$ cat config.mk
export PLATFORM = sky130hd
export DESIGN_NAME = conv_decoder_input_scheduler
export DESIGN_NICKNAME = d
export VERILOG_FILES = /design/src/rtl/conv_decoder_pkg.sv /design/src/rtl/conv_decoder_pos_counter.sv /design/src/rtl/conv_decoder_input_scheduler.sv
export SDC_FILE = /design/constraint.sdc
export NUM_CORES = 1
export LEC_CHECK = 0
export ABC_AREA = 0
export CORE_MARGIN = 4
export CORE_UTILIZATION = 52
export DETAILED_ROUTE_END_ITERATION = 8
export GPL_TIMING_DRIVEN = 0
export PLACE_DENSITY = 0.82
export SYNTH_ARGS = -nofsm -noshare
export SYNTH_HDL_FRONTEND = slang
export SYNTH_SLANG_ARGS = --single-unit
$ cat constraint.sdc
create_clock -name clk -period 5.35 [get_ports clk]
set_clock_uncertainty 0.2 [all_clocks]
set_input_delay 0.535 -clock clk [delete_from_list [all_inputs] [get_ports clk]]
set_output_delay 0.535 -clock clk [all_outputs]
set_load 0.01 [all_outputs]
$ cat src/rtl/conv_decoder_pkg.sv
// -----------------------------------------------------------------------------
// conv_decoder_pkg
// Shared definitions for the conv decoder input path: the scheduler FSM state
// encoding, the default pixel width and the signed pixel type.
// -----------------------------------------------------------------------------
package conv_decoder_pkg;

    localparam int DATA_W = 18;

    typedef logic signed [DATA_W-1:0] pixel_t;

    typedef enum logic [2:0] {
        IDLE,
        FETCH,
        CAPT,
        ISSUE,
        DONE
    } state_t;

endpackage

$ cat src/rtl/conv_decoder_pos_counter.sv
// -----------------------------------------------------------------------------
// conv_decoder_pos_counter
// Nested raster-position counter over the padded feature map: col runs
// fastest, then row, then channel. It reports whether the current position is
// a padding position and whether it is the last position of the frame.
//
// Ports:
//   clk      in  clock
//   rst_n    in  asynchronous active-low reset
//   clear    in  return all counters to position 0
//   advance  in  step to the next raster position
//   is_pad   out current position lies in the zero border
//   is_last  out current position is (CH-1, PH-1, PW-1)
// -----------------------------------------------------------------------------
module conv_decoder_pos_counter #(
    parameter int IMG_W = 28,
    parameter int IMG_H = 28,
    parameter int CH    = 1,
    parameter int PAD   = 1
) (
    input  logic clk,
    input  logic rst_n,
    input  logic clear,
    input  logic advance,
    output logic is_pad,
    output logic is_last
);

    localparam int PW    = IMG_W + 2 * PAD;
    localparam int PH    = IMG_H + 2 * PAD;
    localparam int COL_W = $clog2(PW + 1);
    localparam int ROW_W = $clog2(PH + 1);
    localparam int CH_W  = $clog2(CH + 1);

    logic [COL_W-1:0] col_q, col_d;
    logic [ROW_W-1:0] row_q, row_d;
    logic [CH_W-1:0]  ch_q,  ch_d;

    always_comb begin
        col_d = col_q;
        row_d = row_q;
        ch_d  = ch_q;
        if (clear) begin
            col_d = '0;
            row_d = '0;
            ch_d  = '0;
        end else if (advance) begin
            if (col_q == COL_W'(PW - 1)) begin
                col_d = '0;
                if (row_q == ROW_W'(PH - 1)) begin
                    row_d = '0;
                    // After the last position ch reaches CH; the next clear resets it.
                    ch_d  = ch_q + CH_W'(1);
                end else begin
                    row_d = row_q + ROW_W'(1);
                end
            end else begin
                col_d = col_q + COL_W'(1);
            end
        end
    end

    always_ff @(posedge clk or negedge rst_n) begin
        if (!rst_n) begin
            col_q <= '0;
            row_q <= '0;
            ch_q  <= '0;
        end else begin
            col_q <= col_d;
            row_q <= row_d;
            ch_q  <= ch_d;
        end
    end

    // Compared as int so that PAD = 0 does not produce unsigned-vs-zero tests.
    always_comb begin
        is_pad  = (int'(row_q) < PAD) || (int'(row_q) >= PAD + IMG_H) ||
                  (int'(col_q) < PAD) || (int'(col_q) >= PAD + IMG_W);
        is_last = (int'(ch_q) == CH - 1) && (int'(row_q) == PH - 1) &&
                  (int'(col_q) == PW - 1);
    end

endmodule

$ cat src/rtl/conv_decoder_input_scheduler.sv
// -----------------------------------------------------------------------------
// conv_decoder_input_scheduler
// Walks a stored feature map in raster order (col, row, channel) and hands it
// to the decoder input buffer one pixel per handshake, inserting zero pixels
// for the padding border. Interior pixels are read from memory using a
// running address counter; one frame runs per frame_start.
//
// Ports:
//   clk          in  clock
//   rst_n        in  asynchronous active-low reset
//   frame_start  in  start a frame (honoured only when idle)
//   dec_ready    in  decoder accepts a pixel this cycle
//   mem_rd_en    out memory read strobe
//   mem_addr     out memory read address (valid with mem_rd_en)
//   mem_rd_data  in  memory read data, one cycle after mem_rd_en
//   buf_start    out pixel-issue strobe (ISSUE state and dec_ready)
//   buf_pixel    out pixel value, valid with buf_start
//   busy         out high whenever not idle
//   frame_done   out one-cycle pulse after the last pixel handshake
// -----------------------------------------------------------------------------
module conv_decoder_input_scheduler #(
    parameter int IMG_W  = 28,
    parameter int IMG_H  = 28,
    parameter int CH     = 1,
    parameter int PAD    = 1,
    parameter int DATA_W = 18,
    parameter int ADDR_W = 10
) (
    input  logic                     clk,
    input  logic                     rst_n,
    input  logic                     frame_start,
    input  logic                     dec_ready,
    output logic                     mem_rd_en,
    output logic [ADDR_W-1:0]        mem_addr,
    input  logic signed [DATA_W-1:0] mem_rd_data,
    output logic                     buf_start,
    output logic signed [DATA_W-1:0] buf_pixel,
    output logic                     busy,
    output logic                     frame_done
);

    import conv_decoder_pkg::*;

    state_t                    state_q, state_d;
    logic [ADDR_W-1:0]         addr_cnt_q, addr_cnt_d;
    logic signed [DATA_W-1:0]  pix_reg_q, pix_reg_d;
    logic                      pos_clear;
    logic                      pos_advance;
    logic                      is_pad;
    logic                      is_last;

    conv_decoder_pos_counter #(
        .IMG_W (IMG_W),
        .IMG_H (IMG_H),
        .CH    (CH),
        .PAD   (PAD)
    ) u_pos (
        .clk     (clk),
        .rst_n   (rst_n),
        .clear   (pos_clear),
        .advance (pos_advance),
        .is_pad  (is_pad),
        .is_last (is_last)
    );

    always_comb begin
        state_d     = state_q;
        addr_cnt_d  = addr_cnt_q;
        pix_reg_d   = pix_reg_q;
        pos_clear   = 1'b0;
        pos_advance = 1'b0;
        mem_rd_en   = 1'b0;
        buf_start   = 1'b0;
        frame_done  = 1'b0;
        case (state_q)
            IDLE: begin
                if (frame_start) begin
                    pos_clear  = 1'b1;
                    addr_cnt_d = '0;
                    state_d    = FETCH;
                end
            end
            FETCH: begin
                if (is_pad) begin
                    pix_reg_d = '0;
                    state_d   = ISSUE;
                end else begin
                    mem_rd_en = 1'b1;
                    state_d   = CAPT;
                end
            end
            CAPT: begin
                // Interior raster order equals linear memory order, so a plain
                // increment after each read yields the next interior address.
                pix_reg_d  = mem_rd_data;
                addr_cnt_d = addr_cnt_q + ADDR_W'(1);
                state_d    = ISSUE;
            end
            ISSUE: begin
                buf_start = dec_ready;
                if (dec_ready) begin
                    pos_advance = 1'b1;
                    state_d     = is_last ? DONE : FETCH;
                end
            end
            DONE: begin
                frame_done = 1'b1;
                state_d    = IDLE;
            end
            default: begin
                state_d = IDLE;
            end
        endcase
    end

    always_ff @(posedge clk or negedge rst_n) begin
        if (!rst_n) begin
            state_q    <= IDLE;
            addr_cnt_q <= '0;
            pix_reg_q  <= '0;
        end else begin
            state_q    <= state_d;
            addr_cnt_q <= addr_cnt_d;
            pix_reg_q  <= pix_reg_d;
        end
    end

    assign mem_addr  = addr_cnt_q;
    assign buf_pixel = pix_reg_q;
    assign busy      = (state_q != IDLE);

endmodule

After elaboration in Yosys (flattened, before gate mapping)
Index checks and enable logic that the tools add are counted.
Operators by class
  multiply operators: 0
  eq/ne operators: 11
  bitwise operators: 1
  multiplexer cells: 28
  reductions and logical operators: 17
  divide/modulo/power cells: 0
  order comparisons: 4
  add/sub/neg operators: 4
  shift operators: 0
Operator list (number)
  one-hot mux 18 bit (2 select lines): 1
  two-way mux 5 bit: 7
  one-hot mux 10 bit (2 select lines): 1
  two-way mux 18 bit: 1
  two-way mux 1 bit: 13
  one-hot mux 3 bit (4 select lines): 1
  adder 10 x 1 -> 10 bit, second input constant: 1
  adder 5 x 1 -> 5 bit, second input constant: 2
  == test 5 x 3 -> 1 bit, second input constant: 2
  == test 5 bit, second input constant: 2
  >= comparator 5 bit, second input constant: 2
  less-than comparator 5 x 1 -> 1 bit, second input constant: 2
  two-way mux 10 bit: 1
  nonzero test 2 bit: 5
  two-way mux 3 bit: 3
  AND reduction 2 bit: 4
  == test 3 x 2 -> 1 bit, second input constant: 2
  != test 2 bit, second input constant: 3
  == test 3 x 1 -> 1 bit, second input constant: 1
  == test 3 bit, second input constant: 1
  zero test 3 bit: 1
  logical OR 1 bit: 3
  AND reduction 3 bit: 1
  nonzero test 3 bit: 1
  3 further kinds: 4
Storage, ports and cells
  input bits: 22
  RAM bits: 0
  word-level logic and storage cells: 71
  memory bits (read-only): 0
  memories kept: 0
  bits in latches: 0
  flip-flop bits (word level): 42
  output and inout port bits: 32

Longest topological paths before layout
  word-level depth: 6
  gate-level depth with buffers: 8
  gate-level depth less buffers: 6

Cells and area by module
Synthesis repeated with hierarchy kept, for this count alone.
Second synthesis, totals
  cells, all modules: 195
  area, all modules: 2090.8 µm²
By module, submodules not included
  conv_decoder_input_scheduler: times used 1, seq. area each 775.7 µm², area each 1381.3 µm², cells an instance 119
  conv_decoder_pos_counter: times used 1, seq. area each 275.3 µm², area each 709.4 µm², cells an instance 76

Worst setup path after synthesis
Ideal clock, no wire load.
  kind: register -> output
  start: register u_pos.col_q[0]
  end: output port mem_rd_en
  setup slack: 3.215 ns
  path buffers: 0
  arrival time: 1.400 ns
  required time: 4.615 ns
  cell stages (with the launch flop): 5
  cells stage by stage: dfrtp_1 -> ha_1 -> nor3_1 -> o22ai_1 -> nor4b_1
On the way
  word-level cells in the longest chain between the ends: 5
  elaborated cells between the ends (all ways): 6
  those cells by class: order compare (2); mux (2); reduce/logical (2)
RTL lines
  start, declared: line conv_decoder_pos_counter.sv:35  | logic [COL_W-1:0] col_q, col_d;
  start signal, assigned: line conv_decoder_pos_counter.sv:69  | col_q <= col_d;
  less-than comparator 5 x 1 -> 1 bit: line conv_decoder_pos_counter.sv:78  | (int'(col_q) < PAD) || (int'(col_q) >= PAD + IMG_W);
  logical OR 1 bit: line conv_decoder_pos_counter.sv:77  | is_pad = (int'(row_q) < PAD) || (int'(row_q) >= PAD + IMG_H) ||
  logical OR 1 bit *: line conv_decoder_pos_counter.sv:78
  two-way mux 1 bit *: line conv_decoder_input_scheduler.sv:84  | if (is_pad) begin
  two-way mux 1 bit *: line conv_decoder_input_scheduler.sv:75  | case (state_q)
  end, declared: line conv_decoder_input_scheduler.sv:33  | output logic mem_rd_en,
Every way passes the cells marked *; elsewhere a longest branch is shown, timed or not.

Worst setup path after layout
Same ends and word-level chain as after synthesis.

==> impl_metrics.ini <==
[floorplan]
core_um2 = 3970
io_pins = 54
die_h_um = 72.1
die_area_um2 = 5190
rows = 23
start_util_pct = 53.7
die_x_um = 72.1

[setup_path]
r2r-start = state_q[1]
worstSetupEndpointType = output pin
crit_required_ns = 4.62
critPathKind = flop to output pin
rr_worst_depth = 5
r2r_slack_ns = 3.32
path_max_fanout = 7
cp.arrival_ns = 2.20
worstReg2RegEnd = u_pos.row_q[2]
startpoint_type = flop

[clock_network]
numClockSinks = 42
htree_levels = 2
insertion_delay_ns = 0.29
clockBufferDepth = 2
cts_tree = built
clk_pin_slew_ns = 0.07
root_buffer = clkbuf_8
cts_made_buffers = 5
cts_resized = 0

[finish]
register_area_um2 = 1050
fillers = 322
drive_above_1_share_pct = 10.6
multi_input_area_um2 = 988
antenna_cells = 0
area_growth_syn_to_layout_pct = 33.3
finish.instance_area_um2 = 2840
post-route-util_pct = 71.6
nets = 318

[sta]
fmax_mhz = 341
finalSetupViolCount = 0
worstMarginPinSlew_ns = 0.625
fin_crit_ns = 2.93
fin_crit_sh_pct = 54.8
hold_slack_ns = 0.274
hold_viol = 0
maxSlewHeadroom_pct = 58.2
drv_slew = 0
finalSetupTns_ns = 0
rsz0062_at_grt = no

[global_route]
antenna_found_initial = 0
grt_max_degree = 41
grt_pass1_vias = 1799
grt_overflow = 0
grt_pass1_wl_um = 8380
grt.total_usage_pct = 20.4

[yosys]
avgSynthCellArea_um2 = 9.32
synth.cell_area_um2 = 2130
synth-edff-count = 0
synthArstFlopShare_pct = 100
yosysSeqAreaShare_pct = 49.3
yosys-top-cells-area = dfrtp_1, nand2_1, a21oi_2, a21oi_1, o21ai_0
yosysTopAreaCell = dfrtp_1
synthDistinctLibCells = 42
synth_top_area_share_pct = 49.3
ys.flop_type = dfrtp_1
synthCells = 229
ys_ff_latch = 42
syn-num-nets = 256
yosysWarnings = 0

[place]
place_area_um2 = 2740
place_congestion = 0.842
hpwl_um = 3470
io_buffers = 53

[min_path]
holdPathStages = 1
min_from = mem_addr[9]
min_to = mem_addr[9]
min_path_type = flop to flop

[detailed_routing]
viasPerCell = 5.44
firstDrtPassIters = 4
routedWlPerCell_um = 14.1
antenna_left = 0
vias = 1859
drcViolationCount = 0
wirelength_um = 4840
dr.first_iter.drc_count = 129

[pwr]
ir_drop_mv = 0.181
p_int_mw = 0.737
p_switching_mw = 0.403
power_leakage_nw = 1.22
netSwitchingFraction_pct = 35.4
pwr-share-seq_pct = 40.5
pwr-share-clk_pct = 18.2
combPwrFrac_pct = 41.2
total_power_mw = 1.14
power.density_nw_per_um2 = 401

[outcome]
status = finished clean

[flow_run]
drv_cap = 0
[synth_stat cells, types with 2 or more instances]
library cell and n:
a41oi_1 2, nand4_1 7, buf_2 5, dfrtp_1 42, mux2i_1 4, nor3_1 8, nor2_1 12, a21oi_2 10
nand2_1 53, a31oi_1 2, or3_1 3, nand3_1 6, a21oi_1 14, nand2b_1 2, ha_1 5, nor3b_1 2
and3_1 4, o21ai_0 13, or4_1 2, nor4_1 2, inv_1 4, nor2_2 2, clkbuf_1 6
[area by class of cell]
cell class / instances / share of cell area, %
Buffer: 13 / 2.77
Tap cell: 50 / 2.20
Multi-Input combinational cell: 170 / 34.8
Sequential cell: 42 / 37.0
Clock inverter: 1 / 0.176
Inverter: 4 / 0.528
Clock buffer: 7 / 3.04
Timing Repair Buffer: 55 / 19.5
[registers in the layout, indices dropped and copies added (netlist names)]
signal	flops
buf_pixel	18
mem_addr	10
state_q	3
u_pos.ch_q	1
u_pos.col_q	5
u_pos.row_q	5
[critical path: stages (launching register included)]
cell and delay, ns:
dfrtp_1 0.45, ha_1 0.27, nor3_1 0.19, o22ai_1 0.13, nor4b_1 0.27, clkdlybuf4s50_1 0.60
[layout by cell type, fill, tap and decap left out, drive strengths merged, types with 2 or more instances in the layout]
cell,Yosys,layout
a21oi,24,24
a31oi,2,2
a41oi,2,2
and3,4,4
buf,7,9
clkbuf,6,13
clkdlybuf4s50,0,52
dfrtp,42,42
ha,5,5
inv,4,4
mux2i,4,4
nand2,53,53
nand2b,2,2
nand3,6,6
nand4,7,7
nor2,14,14
nor3,8,8
nor3b,3,3
nor4,2,2
nor4b,2,2
o21ai,13,13
or3,3,3
or4,2,2
[routing by layer]
layer  track usage (%)  vias up  share of wire [%]  wire length, µm
met5                 0        -                  0                0
met4              7.72        0                1.7               83
met3              4.29        7                6.2              299
met2              32.6       45                 48             2300
met1              27.5      876                 44             2150
li1                  -      931                  -                -
[how the worst max path moves through the flow]
stage,startpoint,to,depth (start not counted)
5_1_grt,u_pos.col_q[0],mem_rd_en,5
2_1_floorplan,u_pos.col_q[0],mem_rd_en,4
6_report,u_pos.col_q[0],mem_rd_en,5
3_3_place_gp,rst_n,u_pos.col_q[1],1
4_1_cts,u_pos.col_q[0],mem_rd_en,5
3_5_place_dp,dec_ready,buf_start,4
[through the flow]
step | setup WS (ns) | std cells
after CTS | 2.39 | 342
after detailed placement | 2.66 | 333
after floorplan | 3.21 | 229
after global placement | 2.45 | 332
after global routing | 2.28 | 342
final | 2.42 | 342
[power groups by stage]
stage	clock, mW	combinational (mW)	sequential, mW
after global placement	0	0.461	0.464
after global routing	0.227	0.517	0.478
after detailed placement	0	0.473	0.468
final	0.208	0.470	0.462
after floorplan	0	0.246	0.486
after CTS	0.214	0.475	0.462
[cell families after synthesis]
group,count (synthesis),synth area share (%)
AOI/OAI and AO/OA,50,15.3
xor gates and xnor gates,1,0.411
adders and majority gates,5,2.93
buffers and inverters,17,4.40
DFF,42,49.3
muxes,4,1.88
and+or+nand+nor,110,25.8
[timing repair]
| item | 4_1_cts | 5_1_grt |
|---|---|---|
| setup buffers | 0 | 0 |
| hold buffers | 1 | 0 |
| setup endpoints to repair | 0 | 0 |
| hold endpoints to repair | 2 | 0 |
Power figures use the tool's default switching activity.
==> patch (same flow settings) <==
Encoding of `state_t`: now one-hot (5 bits for 5 states).
--- a/src/rtl/conv_decoder_pkg.sv
+++ b/src/rtl/conv_decoder_pkg.sv
@@ -9,12 +9,12 @@
 
     typedef logic signed [DATA_W-1:0] pixel_t;
 
-    typedef enum logic [2:0] {
-        IDLE,
-        FETCH,
-        CAPT,
-        ISSUE,
-        DONE
+    typedef enum logic [4:0] {
+        IDLE  = 5'b00001,
+        FETCH = 5'b00010,
+        CAPT  = 5'b00100,
+        ISSUE = 5'b01000,
+        DONE  = 5'b10000
     } state_t;
 
 endpackage
Check against the original RTL: same outputs for any inputs over 10 cycles, from zero or initial values and one cycle with rst_n low; not proved beyond that.
==> patch against the unedited design <==
Wire length rose by 0.50%. Area after synthesis rose by 1.8%. Global-route usage fell by 0.70 points. Setup slack got worse by 0.32 ns. Worst hold slack improved by 0.027 ns. Cell area rose by 1.4%. Sequential cell count rose by 2. Critical endpoint unchanged. Largest cell class unchanged.
Power is not compared: it rests on default switching activity, and its combinational part moved more than twofold at a synthesized area within 25%.
==> patch: results (changes against the unedited design) <==
[detailed_routing]
drt-initial-drc-count=127  ; -1.6%
wl_met1_um=2170  ; +1.0%
met2_wirelength_um=2310  ; +0.13%
vias_per_cell=5.75  ; +5.8%

[place]
dp.cells=311  ; -6.6%
gp_congestion=0.755  ; -10%

[synth]
synth_cell_types=40  ; -4.8%
synthAdderAreaFrac_pct=2.88  ; -0.051 points
synthTopCellsByCount=dfrtp_1 (43), nor2_1 (22), a22o_1 (19)
synth_seq_area_share_pct=50.8  ; +1.5 points
synth_mux_area_share_pct=1.04  ; -0.84 points
synth_compound_gate_area_share_pct=19.0  ; +3.7 points

[critical_path]
startpoint=u_pos.col_q[1]$_DFFE_PN0P_
critPathTopFamily=simple AND/OR/NAND/NOR gates
r2r_start=state_q[2]$_DFFE_PN0P_

[cells_and_area]
multi_input_area_share_pct=34.5  ; -0.27 points
buf_share_pct=21.2  ; -1.1 points
layout.nets=296  ; -6.9%
seq_area_share_pct=38.2  ; +1.3 points
inverters=5  ; +1
clkCellAreaFrac_pct=3.26  ; +0.042 points

[global_route]
track_usage_pct=19.7  ; -0.70 points
grt_max_degree=30  ; -27%
globalRouteMet3Util_pct=6.34  ; +2.0 points
met1_usage_pct=26.8  ; -0.64 points
grt_pass1_wl_um=8170  ; -2.6%

[floorplan]
coreArea_um2=4030  ; +1.4%

[run_status]
status=finished clean

[hold_path]
hold_end=buf_pixel[16]$_DFFE_PN0P_

[patch: through the flow]
stage,util [%],setup WS [ns],hold WS [ns],total power (W)
2_1_floorplan,-,3.05,0.0394,0.000477
3_3_place_gp,68.6,2.40,0.282,0.000541
3_5_place_dp,69.0,2.42,0.283,0.000546
4_1_cts,71.6,2.10,0.307,0.000762
5_1_grt,71.6,2.01,0.320,0.000793
6_report,71.6,2.10,0.301,0.000755
[patch: worst max-delay path by stage]
stage / end / slack, ns / depth (start not counted)
6_report: mem_rd_en / 2.10 / 7
5_1_grt: mem_rd_en / 2.01 / 7
4_1_cts: mem_rd_en / 2.10 / 6
3_5_place_dp: mem_rd_en / 2.42 / 7
3_3_place_gp: mem_addr[3]$_DFFE_PN0P_ / 2.40 / 1
2_1_floorplan: mem_rd_en / 3.05 / 5
[patch: timing repair]
action	CTS	global route
hold endpoints to repair	14	0
endpoints found under the setup margin	0	0
hold buffers	1	0
